<file path="config.mk">
export PLATFORM = sky130hd
export DESIGN_NAME = regc_arbiter
export DESIGN_NICKNAME = d
export VERILOG_FILES = /design/src/rtl/regc_arbiter.sv
export SDC_FILE = /design/constraint.sdc
export NUM_CORES = 1
export LEC_CHECK = 0
export CORE_AREA = 2 2 129 131
export CTS_BUF_LIST = sky130_fd_sc_hd__clkbuf_8 sky130_fd_sc_hd__clkbuf_16
export CTS_CLUSTER_DIAMETER = 30
export DETAILED_ROUTE_END_ITERATION = 10
export DIE_AREA = 0 0 131 133
export PLACE_DENSITY = 0.71
export SLEW_MARGIN = 20
export SYNTH_ARGS = -nofsm -noshare
export SYNTH_HDL_FRONTEND = slang
export SYNTH_SLANG_ARGS = --single-unit
</file>
<file path="constraint.sdc">
create_clock -name clk -period 6.04 [get_ports clk]
set_input_delay 1.208 -clock clk [delete_from_list [all_inputs] [get_ports clk]]
set_output_delay 1.208 -clock clk [all_outputs]
set_load 0.01 [all_outputs]
</file>
<file path="src/rtl/regc_arbiter.sv">
// Round-robin write arbiter for Register C with a response tracker and a flush/drain sequencer.
// Optional macro REGC_ARB_LOCK_EN adds req_lock so a granted requester can keep priority.
module regc_arbiter #(
   parameter int DATA_WIDTH = 32,
   parameter int NUM_REQ    = 4,
   parameter int PIPE_LAT   = 2,
   parameter int ID_W       = $clog2(NUM_REQ)
) (
   input  logic                          clk,
   input  logic                          reset,
   input  logic [NUM_REQ-1:0]            req_valid,
   input  logic [NUM_REQ*DATA_WIDTH-1:0] req_data,
`ifdef REGC_ARB_LOCK_EN
   input  logic [NUM_REQ-1:0]            req_lock,
`endif
   output logic [NUM_REQ-1:0]            req_ready,
   output logic                          load_c,
   output logic [DATA_WIDTH-1:0]         data_in_c,
   output logic                          resp_valid,
   output logic [ID_W-1:0]               resp_id,
   input  logic                          flush_req,
   output logic                          flush_done,
   output logic                          busy
);

   typedef enum logic [1:0] {
      ACCEPT = 2'd0,
      DRAIN  = 2'd1,
      DONE   = 2'd2
   } state_t;

   state_t                state;
   state_t                state_next;
   logic                  done_held;

   logic [ID_W-1:0]       rr_ptr;
   logic [ID_W-1:0]       rr_ptr_next;
   logic [ID_W-1:0]       win;
   logic                  found;
   logic [DATA_WIDTH-1:0] win_data;
   logic                  transfer;
   logic                  ptr_hold;

   logic [PIPE_LAT-1:0]   trk_valid;
   logic [ID_W-1:0]       trk_id [PIPE_LAT];

   // Search upward from rr_ptr, wrapping, for the first valid requester.
   always_comb begin
      int idx;
      found    = 1'b0;
      win      = '0;
      win_data = '0;
      for (int off = 0; off < NUM_REQ; off++) begin
         idx = int'(rr_ptr) + off;
         if (idx >= NUM_REQ) begin
            idx = idx - NUM_REQ;
         end
         if (!found && req_valid[ID_W'(idx)]) begin
            found    = 1'b1;
            win      = ID_W'(idx);
            win_data = req_data[idx*DATA_WIDTH +: DATA_WIDTH];
         end
      end
   end

   always_ff @(posedge clk or negedge reset) begin
      if (!reset) begin
         state     <= ACCEPT;
         done_held <= 1'b0;
      end else begin
         state     <= state_next;
         done_held <= (state == DONE);
      end
   end

   always_comb begin
      state_next = state;
      case (state)
         ACCEPT: begin
            if (flush_req) begin
               state_next = DRAIN;
            end
         end
         DRAIN: begin
            if (!load_c && !(|trk_valid)) begin
               state_next = DONE;
            end
         end
         DONE: begin
            if (!flush_req) begin
               state_next = ACCEPT;
            end
         end
         default: state_next = ACCEPT;
      endcase
   end

   // Grants are gated by reset so nothing can be accepted while the block is held in reset.
   always_comb begin
      req_ready  = '0;
      flush_done = 1'b0;
      if (state == ACCEPT && !flush_req && reset && found) begin
         req_ready[win] = 1'b1;
      end
      if (state == DONE && !done_held) begin
         flush_done = 1'b1;
      end
   end

   assign transfer = |(req_valid & req_ready);

`ifdef REGC_ARB_LOCK_EN
   assign ptr_hold = req_lock[win] && (state == ACCEPT);
`else
   assign ptr_hold = 1'b0;
`endif

   always_comb begin
      rr_ptr_next = rr_ptr;
      if (transfer) begin
         if (ptr_hold) begin
            rr_ptr_next = win;
         end else if (win == ID_W'(NUM_REQ - 1)) begin
            rr_ptr_next = '0;
         end else begin
            rr_ptr_next = win + ID_W'(1);
         end
      end
   end

   always_ff @(posedge clk or negedge reset) begin
      if (!reset) begin
         rr_ptr    <= '0;
         load_c    <= 1'b0;
         data_in_c <= '0;
      end else begin
         rr_ptr <= rr_ptr_next;
         load_c <= transfer;
         if (transfer) begin
            data_in_c <= win_data;
         end
      end
   end

   // Tracker head fills alongside load_c; the registered tail lines up with data_out_c1.
   always_ff @(posedge clk or negedge reset) begin
      if (!reset) begin
         trk_valid  <= '0;
         resp_valid <= 1'b0;
         resp_id    <= '0;
         for (int i = 0; i < PIPE_LAT; i++) begin
            trk_id[i] <= '0;
         end
      end else begin
         trk_valid[0] <= transfer;
         trk_id[0]    <= win;
         for (int i = 1; i < PIPE_LAT; i++) begin
            trk_valid[i] <= trk_valid[i-1];
            trk_id[i]    <= trk_id[i-1];
         end
         resp_valid <= trk_valid[PIPE_LAT-1];
         if (trk_valid[PIPE_LAT-1]) begin
            resp_id <= trk_id[PIPE_LAT-1];
         end
      end
   end

   assign busy = load_c | (|trk_valid);

endmodule
</file>
==> qor.txt <==
DR DRC count -> 0
static leakage -> 0.00286 µW
worst reg-to-reg path cell count -> 14
Hold Path Stages -> 0
Final Hold Fails -> 0
routed vias -> 5,948
Critical Path Source Type -> primary input
Reg2Reg Setup Slack -> 1.55 ns
final net count -> 821
FMAX -> 190 MHz
Clock transition at path regs -> 0.07 ns
number of flops mapped to enable cells by yosys -> 0
clk sinks -> 46
crit-path max FO -> 15
Port Buffers -> 176
largest net degree at the start of global routing -> 76
critical path arrival -> 4.06 ns
core box area -> 0.0162 mm²
maximum vdd drop -> 0.259 mV
CTS root buf -> clkbuf_16
Final GP Congestion -> 0.809
post-synthesis sequential area ratio -> 18.3%
Core Util, Final -> 51.5%
Setup Buffers After CTS -> 0
Synth warnings -> 0
vias in the first global route -> 6,139
#FFs+latches synth -> 46
worst skew pair latency -> 0.30 ns
DIE WIDTH -> 131 µm
total CTS buffers -> 5
initial antenna violation count -> 0
Mapped Nets -> 696
most frequent cells in the layout -> 175 x clkdlybuf4s50_1, 99 x mux4_2, 78 x a21oi_1, 66 x a22oi_1, 66 x mux2_2
# diodes -> 0
Tcrit/Tclk final -> 87.3%
hold crit path type -> flip-flop to flip-flop
Worst-Margin Slew -> 1.09 ns
worst hold start -> trk_id[3]
worst-case clock buffer depth -> 2
DR vias/cell -> 6.62
Antenna Nets Post-Route -> 0
grt total ovfl -> 0
RSZ-0062 raised after global routing -> false
clock skew -> 0.00687 ns
GR Util All Layers -> 22.8%
first-pass GRT wire length -> 31,600 µm
CTS tree -> yes
critical path required time -> 4.83 ns
Total Neg Setup Slack -> 0 ns
Max-Cap Viols -> 0
post-CTS sizing -> 0
post-synthesis instance area -> 0.00630 mm²
most common cell after layout, fill and taps aside -> clkdlybuf4s50_1
fillcell total -> 1,378
Slew Limit Fails -> 0
PwrDens -> 492 mW/mm²
Critical R2R Capture -> data_in_c[10]
Synth async-reset ratio -> 100%
Mean Syn Cell Area -> 11.4 µm²
Hold Buf Count CTS -> 0
Die Area -> 0.0174 mm²
layout cell share with drive strength beyond 1 -> 31.9%
setup violators final -> 0
Starting Density -> 39.0%
first drt pass iteration count -> 5
critical path class -> primary input to output pin
Synth cell types -> 37
I/O pin cnt -> 177
Crit. End Element -> output pin
Die Y -> 133 µm
status -> finished clean
CTS H-Tree Depth -> 2
post-DP HPWL -> 12,600 µm
Worst R2R Start -> rr_ptr[0]
Max-slew headroom -> 27.4%
Routed WL per cell -> 22.3 µm
Site Rows -> 47
ys flop type -> dfrtp_1
Routed WL -> 20,000 µm
fin crit period -> 5.27 ns
Area growth syn-to-layout -> 32.2%
Worst Hold End -> trk_id[1]
DRT iter0 DRCs -> 495
Cells after Synth -> 552
-- power by group --
part / switching (µW) / leakage (µW) / internal [µW]
registers: 125 / 0.000587 / 435
logic: 1610 / 0.00221 / 1620
clock network: 142 / 0.0000664 / 156
-- routing by layer --
metal | vias up | part of all wire [%] | routed length [µm] | global-route usage (%)
met3 | 33 | 8.4 | 1670 | 3.32
met2 | 369 | 52 | 10300 | 40.5
met4 | 0 | 1.5 | 303 | 6.56
li1 | 2564 | - | - | -
met5 | - | 0 | 0 | 0
met1 | 2982 | 38 | 7680 | 28.5
-- sequential cells by signal, summed over array words and instances, names as in the netlist --
| name | cells |
|---|---|
| data_in_c | 32 |
| trk_id | 4 |
| resp_id | 2 |
| rr_ptr | 2 |
| state | 2 |
| trk_valid | 2 |
| done_held | 1 |
| resp_valid | 1 |
-- worst max path at each step --
stage                 start           end  slack, ns
2_1_floorplan     rr_ptr[0]  req_ready[1]       1.50
3_3_place_gp   req_valid[0]  req_ready[0]       0.95
3_5_place_dp   req_valid[0]  req_ready[1]       0.78
4_1_cts        req_valid[0]  req_ready[1]       0.78
5_1_grt        req_valid[0]  req_ready[1]       0.49
6_report       req_valid[0]  req_ready[1]       0.77
-- cell usage after synthesis, types with 6 or more instances --
cell type	count	area share [%]
dfrtp_1	46	18
mux4_2	99	35
mux2i_1	6	0.95
inv_1	8	0.48
o21ai_0	8	0.64
ha_1	9	1.8
buf_6	6	1.1
clkbuf_1	29	1.7
o31ai_1	33	3.9
a21oi_2	20	2.8
nor2_1	7	0.42
a22oi_1	66	7.9
mux2_2	66	12
buf_2	32	2.5
a21oi_1	78	6.2
-- cells by family (layout without fill, tap and decap cells) --
logic type                 count (synthesis)  after routing  synth area share [%]
DFF                                       46             46                  18.3
adders and majority gates                  9              9                  1.79
and+or+nand+nor                           30             30                  2.74
muxes                                    171            171                  48.1
buffers and inverters                     79            205                  6.06
AOI/OAI and AO/OA                        217            217                  23.0
-- stage by stage --
step,cell area (µm²),std cells,worst slack [ns],hold slack (ns),power [µW]
global placement,8130,888,0.952,0.340,3650
global route,8330,898,0.488,0.357,4380
finish,8330,898,0.769,0.353,4100
CTS,8270,896,0.777,0.356,4090
detailed placement,8130,888,0.784,0.338,3770
floorplan,6300,552,1.50,0.331,2980
-- worst max-delay path: stages --
cell and delay (ns):
clkdlybuf4s50_1 0.63, nor4_1 0.48, a32oi_1 0.24, and2_1 0.22
a32oi_1 0.32, inv_1 0.13, ha_1 0.23, and2_1 0.14
clkdlybuf4s50_1 0.47
-- cell type report --
type                       count  area (µm²)  area share [%]
timing repair buffer         188        1900            22.8
clock inverter                 3        23.8           0.285
multi-input combinational    427        4820            57.8
tap                          220         275            3.30
sequential                    46        1160            13.9
clock buffer                   5         125            1.50
inverter                       9        33.8           0.406
Note: power is estimated with default switching activity, not from simulation.
